[config.mk]
export PLATFORM = sky130hd
export DESIGN_NAME = penalty_game_ctrl
export DESIGN_NICKNAME = d
export VERILOG_FILES = /design/src/rtl/penalty_pkg.sv /design/src/rtl/key_edge_detect.sv /design/src/rtl/penalty_game_ctrl.sv
export SDC_FILE = /design/constraint.sdc
export NUM_CORES = 1
export LEC_CHECK = 0
export ABC_AREA = 1
export CAP_MARGIN = 20
export CORE_ASPECT_RATIO = 2
export CORE_MARGIN = 5
export CORE_UTILIZATION = 30
export CTS_CLUSTER_SIZE = 16
export DETAILED_ROUTE_END_ITERATION = 8
export RECOVER_POWER = 100
export SYNTH_ARGS = -nofsm -noshare
export SYNTH_HDL_FRONTEND = slang
export SYNTH_HIERARCHICAL = 1
export SYNTH_SLANG_ARGS = --single-unit
[constraint.sdc]
create_clock -name Clk -period 1.8 [get_ports Clk]
set_input_delay 0.27 -clock Clk [delete_from_list [all_inputs] [get_ports Clk]]
set_output_delay 0.27 -clock Clk [all_outputs]
set_load 0.005 [all_outputs]
[src/rtl/penalty_pkg.sv]
// rtl/penalty_pkg.sv - shared state, keycode, aim and winner encodings for the penalty game
package penalty_pkg;

    typedef enum logic [2:0] {
        MENU      = 3'd0,
        AIM       = 3'd1,
        SHOOT     = 3'd2,
        RESULT    = 3'd3,
        GAME_OVER = 3'd4
    } game_state_e;

    localparam logic [7:0] KEY_ENTER = 8'h28;
    localparam logic [7:0] KEY_ESC   = 8'h29;
    localparam logic [7:0] KEY_SPACE = 8'h2C;
    localparam logic [7:0] KEY_RIGHT = 8'h4F;
    localparam logic [7:0] KEY_LEFT  = 8'h50;

    localparam logic [1:0] AIM_CENTRE = 2'd0;
    localparam logic [1:0] AIM_LEFT   = 2'd1;
    localparam logic [1:0] AIM_RIGHT  = 2'd2;

    localparam logic [1:0] WIN_NONE = 2'd0;
    localparam logic [1:0] WIN_A    = 2'd1;
    localparam logic [1:0] WIN_B    = 2'd2;
    localparam logic [1:0] WIN_DRAW = 2'd3;

    function automatic logic [1:0] winner_of(input logic [3:0] a, input logic [3:0] b);
        if (a > b)      return WIN_A;
        else if (b > a) return WIN_B;
        else            return WIN_DRAW;
    endfunction

endpackage

[src/rtl/key_edge_detect.sv]
// rtl/key_edge_detect.sv - keycode history register with a one-cycle new-key pulse
module key_edge_detect (
    input  logic       clk,
    input  logic       rst_n,
    input  logic [7:0] keycode,
    output logic [7:0] key_code,
    output logic       key_edge
);

    logic [7:0] prev_q, prev_d;
    logic       edge_q, edge_d;

    always_comb begin
        prev_d = keycode;
        edge_d = (keycode != prev_q) && (keycode != 8'd0);
    end

    always_ff @(posedge clk or negedge rst_n) begin
        if (!rst_n) begin
            prev_q <= 8'd0;
            edge_q <= 1'b0;
        end else begin
            prev_q <= prev_d;
            edge_q <= edge_d;
        end
    end

    // prev_q holds the very code that produced edge_q
    assign key_code = prev_q;
    assign key_edge = edge_q;

endmodule

[src/rtl/penalty_game_ctrl.sv]
// rtl/penalty_game_ctrl.sv - penalty shoot-out game FSM; PENALTY_SUDDEN_DEATH_EN enables sudden-death pairs
module penalty_game_ctrl
    import penalty_pkg::*;
#(
    parameter int NUM_ROUNDS    = 5,
    parameter int RESULT_FRAMES = 60
) (
    input  logic       Clk,
    input  logic       reset_rtl_0,
    input  logic [7:0] keycode,
    input  logic       frame_tick,
    input  logic       shot_done,
    input  logic       save_detect,
    output logic [2:0] game_state,
    output logic       kick_start,
    output logic [1:0] aim_dir,
    output logic [3:0] score_a,
    output logic [3:0] score_b,
    output logic       kicker,
    output logic [1:0] winner
);

    localparam logic [7:0] REG_KICKS  = 8'(2 * NUM_ROUNDS);
    localparam logic [7:0] LAST_FRAME = 8'(RESULT_FRAMES - 1);

    logic [7:0] key_code;
    logic       key_edge;

    key_edge_detect u_key (
        .clk      (Clk),
        .rst_n    (reset_rtl_0),
        .keycode  (keycode),
        .key_code (key_code),
        .key_edge (key_edge)
    );

    game_state_e state_q, state_d;
    logic        kick_start_q, kick_start_d;
    logic [1:0]  aim_q, aim_d;
    logic [3:0]  score_a_q, score_a_d, score_b_q, score_b_d;
    logic        kicker_q, kicker_d;
    logic [1:0]  winner_q, winner_d;
    logic [7:0]  kick_cnt_q, kick_cnt_d;
    logic [7:0]  frame_cnt_q, frame_cnt_d;
    logic [7:0]  kc_next;
    logic        game_end;

    always_comb begin
        state_d      = state_q;
        kick_start_d = 1'b0;
        aim_d        = aim_q;
        score_a_d    = score_a_q;
        score_b_d    = score_b_q;
        kicker_d     = kicker_q;
        winner_d     = winner_q;
        kick_cnt_d   = kick_cnt_q;
        frame_cnt_d  = frame_cnt_q;
        kc_next      = kick_cnt_q + 8'd1;
`ifdef PENALTY_SUDDEN_DEATH_EN
        game_end = (kc_next >= REG_KICKS) && !kc_next[0] && (score_a_q != score_b_q);
`else
        game_end = (kc_next == REG_KICKS);
`endif

        // Esc outranks everything, including a shot_done in the same cycle
        if (key_edge && key_code == KEY_ESC) begin
            state_d     = MENU;
            winner_d    = WIN_NONE;
            frame_cnt_d = 8'd0;
        end else begin
            case (state_q)
                MENU, GAME_OVER: begin
                    if (key_edge && key_code == KEY_ENTER) begin
                        state_d     = AIM;
                        aim_d       = AIM_CENTRE;
                        score_a_d   = 4'd0;
                        score_b_d   = 4'd0;
                        kicker_d    = 1'b0;
                        winner_d    = WIN_NONE;
                        kick_cnt_d  = 8'd0;
                        frame_cnt_d = 8'd0;
                    end
                end
                AIM: begin
                    if (key_edge) begin
                        if (key_code == KEY_LEFT) begin
                            aim_d = AIM_LEFT;
                        end else if (key_code == KEY_RIGHT) begin
                            aim_d = AIM_RIGHT;
                        end else if (key_code == KEY_SPACE) begin
                            kick_start_d = 1'b1;
                            state_d      = SHOOT;
                        end
                    end
                end
                SHOOT: begin
                    if (shot_done) begin
                        if (!save_detect) begin
                            if (!kicker_q && score_a_q != 4'hF) score_a_d = score_a_q + 4'd1;
                            if (kicker_q && score_b_q != 4'hF)  score_b_d = score_b_q + 4'd1;
                        end
                        frame_cnt_d = 8'd0;
                        state_d     = RESULT;
                    end
                end
                RESULT: begin
                    if (frame_tick) begin
                        if (frame_cnt_q == LAST_FRAME) begin
                            frame_cnt_d = 8'd0;
                            kick_cnt_d  = kc_next;
                            kicker_d    = ~kicker_q;
                            aim_d       = AIM_CENTRE;
                            if (game_end) begin
                                state_d  = GAME_OVER;
                                winner_d = winner_of(score_a_q, score_b_q);
                            end else begin
                                state_d = AIM;
                            end
                        end else begin
                            frame_cnt_d = frame_cnt_q + 8'd1;
                        end
                    end
                end
                default: state_d = MENU;
            endcase
        end
    end

    always_ff @(posedge Clk or negedge reset_rtl_0) begin
        if (!reset_rtl_0) begin
            state_q      <= MENU;
            kick_start_q <= 1'b0;
            aim_q        <= AIM_CENTRE;
            score_a_q    <= 4'd0;
            score_b_q    <= 4'd0;
            kicker_q     <= 1'b0;
            winner_q     <= WIN_NONE;
            kick_cnt_q   <= 8'd0;
            frame_cnt_q  <= 8'd0;
        end else begin
            state_q      <= state_d;
            kick_start_q <= kick_start_d;
            aim_q        <= aim_d;
            score_a_q    <= score_a_d;
            score_b_q    <= score_b_d;
            kicker_q     <= kicker_d;
            winner_q     <= winner_d;
            kick_cnt_q   <= kick_cnt_d;
            frame_cnt_q  <= frame_cnt_d;
        end
    end

    assign game_state = state_q;
    assign kick_start = kick_start_q;
    assign aim_dir    = aim_q;
    assign score_a    = score_a_q;
    assign score_b    = score_b_q;
    assign kicker     = kicker_q;
    assign winner     = winner_q;

endmodule

Word-level counts from Yosys, hierarchy flattened
Cells that the tools add are included.
{ "classes": {"addsub": 4, "order_cmp": 2, "n_eq_ne": 32, "mux": 53, "n_bitwise": 2, "reduce_logical": 21} }
{ "ops": {"columns": ["operator", "count"], "rows": [
  ["8-bit two-way mux", 7],
  ["8-bit by 6-bit equality test with 1-bit output (second input constant)", 4],
  ["3-bit two-way mux", 10],
  ["4-bit two-way mux", 7],
  ["3-bit != test (second input constant)", 9],
  ["8-bit one-hot mux with 3 select lines", 1],
  ["2-bit two-way mux", 11],
  ["8-bit by 1-bit adder with 8-bit output (second input constant)", 2],
  ["8-bit by 7-bit equality test with 1-bit output (second input constant)", 2],
  ["4-bit one-hot mux with 2 select lines", 2],
  ["8-bit one-hot mux with 2 select lines", 1],
  ["2-bit != test (second input constant)", 7],
  ["3-bit one-hot mux with 4 select lines", 1],
  ["6-bit AND reduction", 2],
  ["1-bit two-way mux", 10],
  ["5-bit AND reduction", 2],
  ["4-bit by 1-bit adder with 4-bit output (second input constant)", 2],
  ["8-bit by 4-bit equality test with 1-bit output (second input constant)", 1],
  ["4-bit > comparator", 2],
  ["4-bit != test (second input constant)", 2],
  ["8-bit != test", 1],
  ["8-bit AND reduction", 1],
  ["8-bit nonzero test", 1],
  ["7-bit AND reduction", 1],
  ["17 further kinds", 25]
]} }
{ "totals": {"register_bits": 42, "input_bits": 13, "wordCells": 125} }

Depth between registers and ports, before layout
{ "logic_depth": {"word_depth": 8, "mapped_depth": 12, "mapped_depth_nobuf": 12} }

By module
Netlist, hierarchy kept.
{ "by_module_without_submodules": {"columns": ["module", "instances", "cells_per_inst", "area_each_um2"], "rows": [
  ["penalty_game_ctrl", 1, 304, 2158.3],
  ["key_edge_detect", 1, 60, 421.7]
]} }

Least setup slack after synthesis
OpenSTA, ideal clock, no wires.
{ "synth_path": {"kind": "register to register", "start": "register frame_cnt_q[0]", "end": "register kick_cnt_q[0]", "setup_time_ns": 0.076, "arrival_time_ns": 1.417, "slack_ns": 0.307, "stages_incl_launch_ff": 10, "path_buffers": 0, "period_less_slack_ns": 1.493, "cell_sequence": "dfrtp_1 ha_1 nand3_1 nor2_4 nor2_2 nor2_2 nand2_2 nor3_4 inv_2 o21ai_1"} }
{ "synth_between": {"elab_chain_len": 3} }
{ "synth_rtl": {"columns": ["item", "line", "source"], "rows": [
  ["start: declaration", "penalty_game_ctrl.sv:44", "logic [7:0] frame_cnt_q, frame_cnt_d;"],
  ["start signal: assignment", "penalty_game_ctrl.sv:149", "frame_cnt_q <= frame_cnt_d;"],
  ["8-bit by 6-bit equality test with 1-bit output", "penalty_game_ctrl.sv:108", "if (frame_cnt_q == LAST_FRAME) begin"],
  ["2-bit != test (no line)", null, null],
  ["5-bit AND reduction (no line)", null, null],
  ["end signal: assignment", "penalty_game_ctrl.sv:148", "kick_cnt_q <= kick_cnt_d;"],
  ["end: declaration", "penalty_game_ctrl.sv:43", "logic [7:0] kick_cnt_q, kick_cnt_d;"]
]} }
Every way passes these cells.
A chain may end at the register's enable or synchronous reset.

Worst setup path in the final report
Same ends and word-level chain as after synthesis.

==> impl_metrics.json <==
{
  "outcome": "completed",
  "swShare_pct": 38.1,
  "cts_hold_buf": 0,
  "layout_common_cells": "nand2_1, inv_1, dfrtp_1, nor2_1",
  "p_switching_mw": 1.43,
  "cts_made_buffers": 5,
  "drc_errors": 0,
  "drive_above_1_share_pct": 13.8,
  "yosysWarnings": 6,
  "critPathArrivalTime_ns": 1.91,
  "hold_path_class": "input pin to asynchronous set/reset pin",
  "cp_top_family": "simple AND/OR/NAND/NOR gates",
  "finalCoreUtilization_pct": 38.5,
  "rows": 48,
  "crit_top_cell": "nor2_2",
  "antenna_found_initial": 0,
  "worstSkewPairLatency_ns": 0.29,
  "mostFrequentLayoutCell": "nand2_1",
  "synth_cell_type_count": 28,
  "cp_max_fo": 6,
  "finalHoldViolCount": 0,
  "cts.clk_slew.worst_paths_ns": 0.06,
  "ys_ff_latch": 42,
  "end_kind": "flop",
  "ioPinCount": 30,
  "path_buf_inv": 1,
  "comb_power_share_pct": 40.8,
  "n_antenna_cell": 0,
  "slowest_stage": "dfrtp_1",
  "die_y_um": 141,
  "avgViaCountPerCell": 4.77,
  "rsz0062_at_grt": "true",
  "worst_pin_slew_ns": 1.09,
  "critPathMaxStageDelay_ns": 0.36,
  "clock_skew_ns": 0.00720,
  "required_ns": 2.02,
  "ys_seq_area_share_pct": 40.7,
  "drt-total-wl_um": 6460,
  "syn-num-nets": 386,
  "maxSlewHeadroom_pct": 27.5,
  "dieArea_um2": 10700,
  "port_buffers": 29,
  "synth.avg_cell_area_um2": 7.09,
  "coreArea_um2": 8530,
  "clock-root-buffer": "clkbuf_16",
  "p_leak_nw": 1.64,
  "start_util_pct": 30.3,
  "cts_htree_levels": 2,
  "grt_max_degree": 43,
  "dp.cells": 502,
  "fmax_ghz": 0.591,
  "worstSetupPathType": "flop to flop",
  "wl_per_cell_um": 12.6,
  "nets": 436,
  "clock_power_share_pct": 27.9,
  "vias": 2451,
  "p_int_mw": 2.32,
  "area_growth_pct": 27.4,
  "finalSetupViolations": 0,
  "peakVddDrop_uv": 600,
  "grt_usage_pct": 13.0,
  "holdWs_ns": 0.257,
  "p_seq_share_pct": 31.2,
  "cts_sinks": 42,
  "syn_area_um2": 2580,
  "place_congestion": 0.856,
  "grt_pass1_vias": 2349,
  "drt_pass1_iterations": 4,
  "crit_chain": "ha_2 -> nand3_2 -> nor2_4 -> nor2_2 -> nor2_2 -> nand2_2 -> nor3_4 -> inv_2 -> o21ai_1",
  "fin_cells": 514,
  "clock_path_buffers": 2,
  "p_per_area_nw_per_um2": 1140,
  "max-cap-violations": 0,
  "final_max_slew_viol_count": 0,
  "synth_cells": 364,
  "dp_hpwl_um": 4970,
  "grt-ovfl-total": 0,
  "fin_setup_tns_ns": 0,
  "die_w_um": 75.6,
  "finalCritPeriodShare_pct": 94.1,
  "drt-initial-drc-count": 140,
  "startpoint_type": "flop",
  "cts_tree": "yes",
  "grt_pass1_wl_um": 10500,
  "drtAntennaViolNets": 0,
  "post-route-min-period_ns": 1.69,
  "filler_cell_count": 885
}
==> metrics by stage <==
stage	power [mW]	area (um2)	setup WS [ns]
6_report	3.75	3290	0.107
5_1_grt	4.05	3290	-0.0356
4_1_cts	3.78	3230	0.0678
3_5_place_dp	2.69	3060	0.0603
3_3_place_gp	2.67	3060	0.0840
2_1_floorplan	2.16	2580	0.307
==> layout make-up <==
type / count / area [um2] / area share, %
timing repair buffer: 44 / 395 / 12.0
multi-input combinational: 266 / 1340 / 40.7
clock inverter: 1 / 30.0 / 0.914
sequential: 42 / 1050 / 32.0
tap: 100 / 125 / 3.81
inverter: 55 / 206 / 6.28
clock buffer: 6 / 139 / 4.23
==> worst register-to-register path, delay by kind of cell (launching register included) <==
family                     cells  cell delay, ns
and+or+nand+nor                6            0.80
AOI/OAI and AO/OA              1            0.15
buffers and inverters          1            0.14
adders and majority gates      1            0.19
DFF                            1            0.36
==> power by group through the flow <==
stage	sequential, mW	combinational [mW]	clock, mW
floorplan	1.18	0.979	0
global placement	1.19	1.48	0
detailed placement	1.20	1.49	0
CTS	1.18	1.50	1.09
global route	1.19	1.74	1.12
finish	1.17	1.53	1.05
==> synth_stat cells <==
library cell / instances / share of area (%)
nand2_2: 5 / 1.2
inv_2: 4 / 0.58
dfrtp_1: 42 / 41
nand4_1: 8 / 1.9
nor3_1: 5 / 0.97
nand3_1: 27 / 5.2
nor2_1: 40 / 5.8
a21oi_1: 9 / 1.7
xnor2_1: 1 / 0.34
o21ai_1: 6 / 1.2
buf_4: 1 / 0.29
o21bai_1: 1 / 0.29
nor2_2: 4 / 0.97
xor2_1: 3 / 1.0
or2_2: 4 / 0.97
nor3_4: 1 / 0.63
nor2_4: 3 / 1.3
nand3b_1: 1 / 0.29
a21boi_0: 1 / 0.29
o211ai_1: 1 / 0.29
ha_1: 9 / 4.4
o21ai_0: 18 / 3.5
nor3_2: 1 / 0.39
nand2_1: 113 / 16
inv_1: 51 / 7.4
nand3_2: 3 / 1.2
o21ai_2: 1 / 0.34
a21boi_1: 1 / 0.29
==> sequential cells by signal, summed over array words and instances, names as in the netlist <==
register        cells
frame_cnt_q         8
aim_dir             2
game_state          3
score_a             4
u_key/key_code      8
u_key/key_edge      1
winner              2
score_b             4
kick_start          1
kick_cnt_q          8
kicker              1
==> per-layer routing <==
layer	part of all wire (%)	track usage, %
met1	36	11.9
met2	57	25.2
met3	3.4	2.14
met4	3.5	6.54
met5	0	0
==> cell families (layout without fill, tap and decap cells) <==
family | after synthesis | in the layout | synth area share [%]
xor gates and xnor gates | 4 | 4 | 1.36
DFF | 42 | 42 | 40.7
and+or+nand+nor | 215 | 215 | 37.3
adders and majority gates | 9 | 9 | 4.36
AOI/OAI and AO/OA | 38 | 38 | 7.91
buffers and inverters | 56 | 106 | 8.29
==> worst paths after layout <==
check / cells after the start / from / end / slack [ns]
worst min-delay path: 2 / reset_rtl_0 / frame_cnt_q[3]$_DFFE_PN0P_ / 0.26
worst min register to register: 2 / aim_dir[0]$_DFFE_PN0P_ / aim_dir[0]$_DFFE_PN0P_ / 0.50
min in group Clk: 2 / aim_dir[0]$_DFFE_PN0P_ / aim_dir[0]$_DFFE_PN0P_ / 0.50
worst max register to register: 9 / frame_cnt_q[0]$_DFFE_PN0P_ / kick_cnt_q[0]$_DFFE_PN0P_ / 0.11
max in group asynchronous: 2 / reset_rtl_0 / frame_cnt_q[4]$_DFFE_PN0P_ / 0.82
worst max-delay path: 9 / frame_cnt_q[0]$_DFFE_PN0P_ / kick_cnt_q[0]$_DFFE_PN0P_ / 0.11
==> what timing repair did <==
item	in CTS	in global routing
endpoints found under the setup margin	0	18
setup buffers	0	5
gates resized for setup	0	11
No activity file was read; power rests on OpenSTA's default activity.
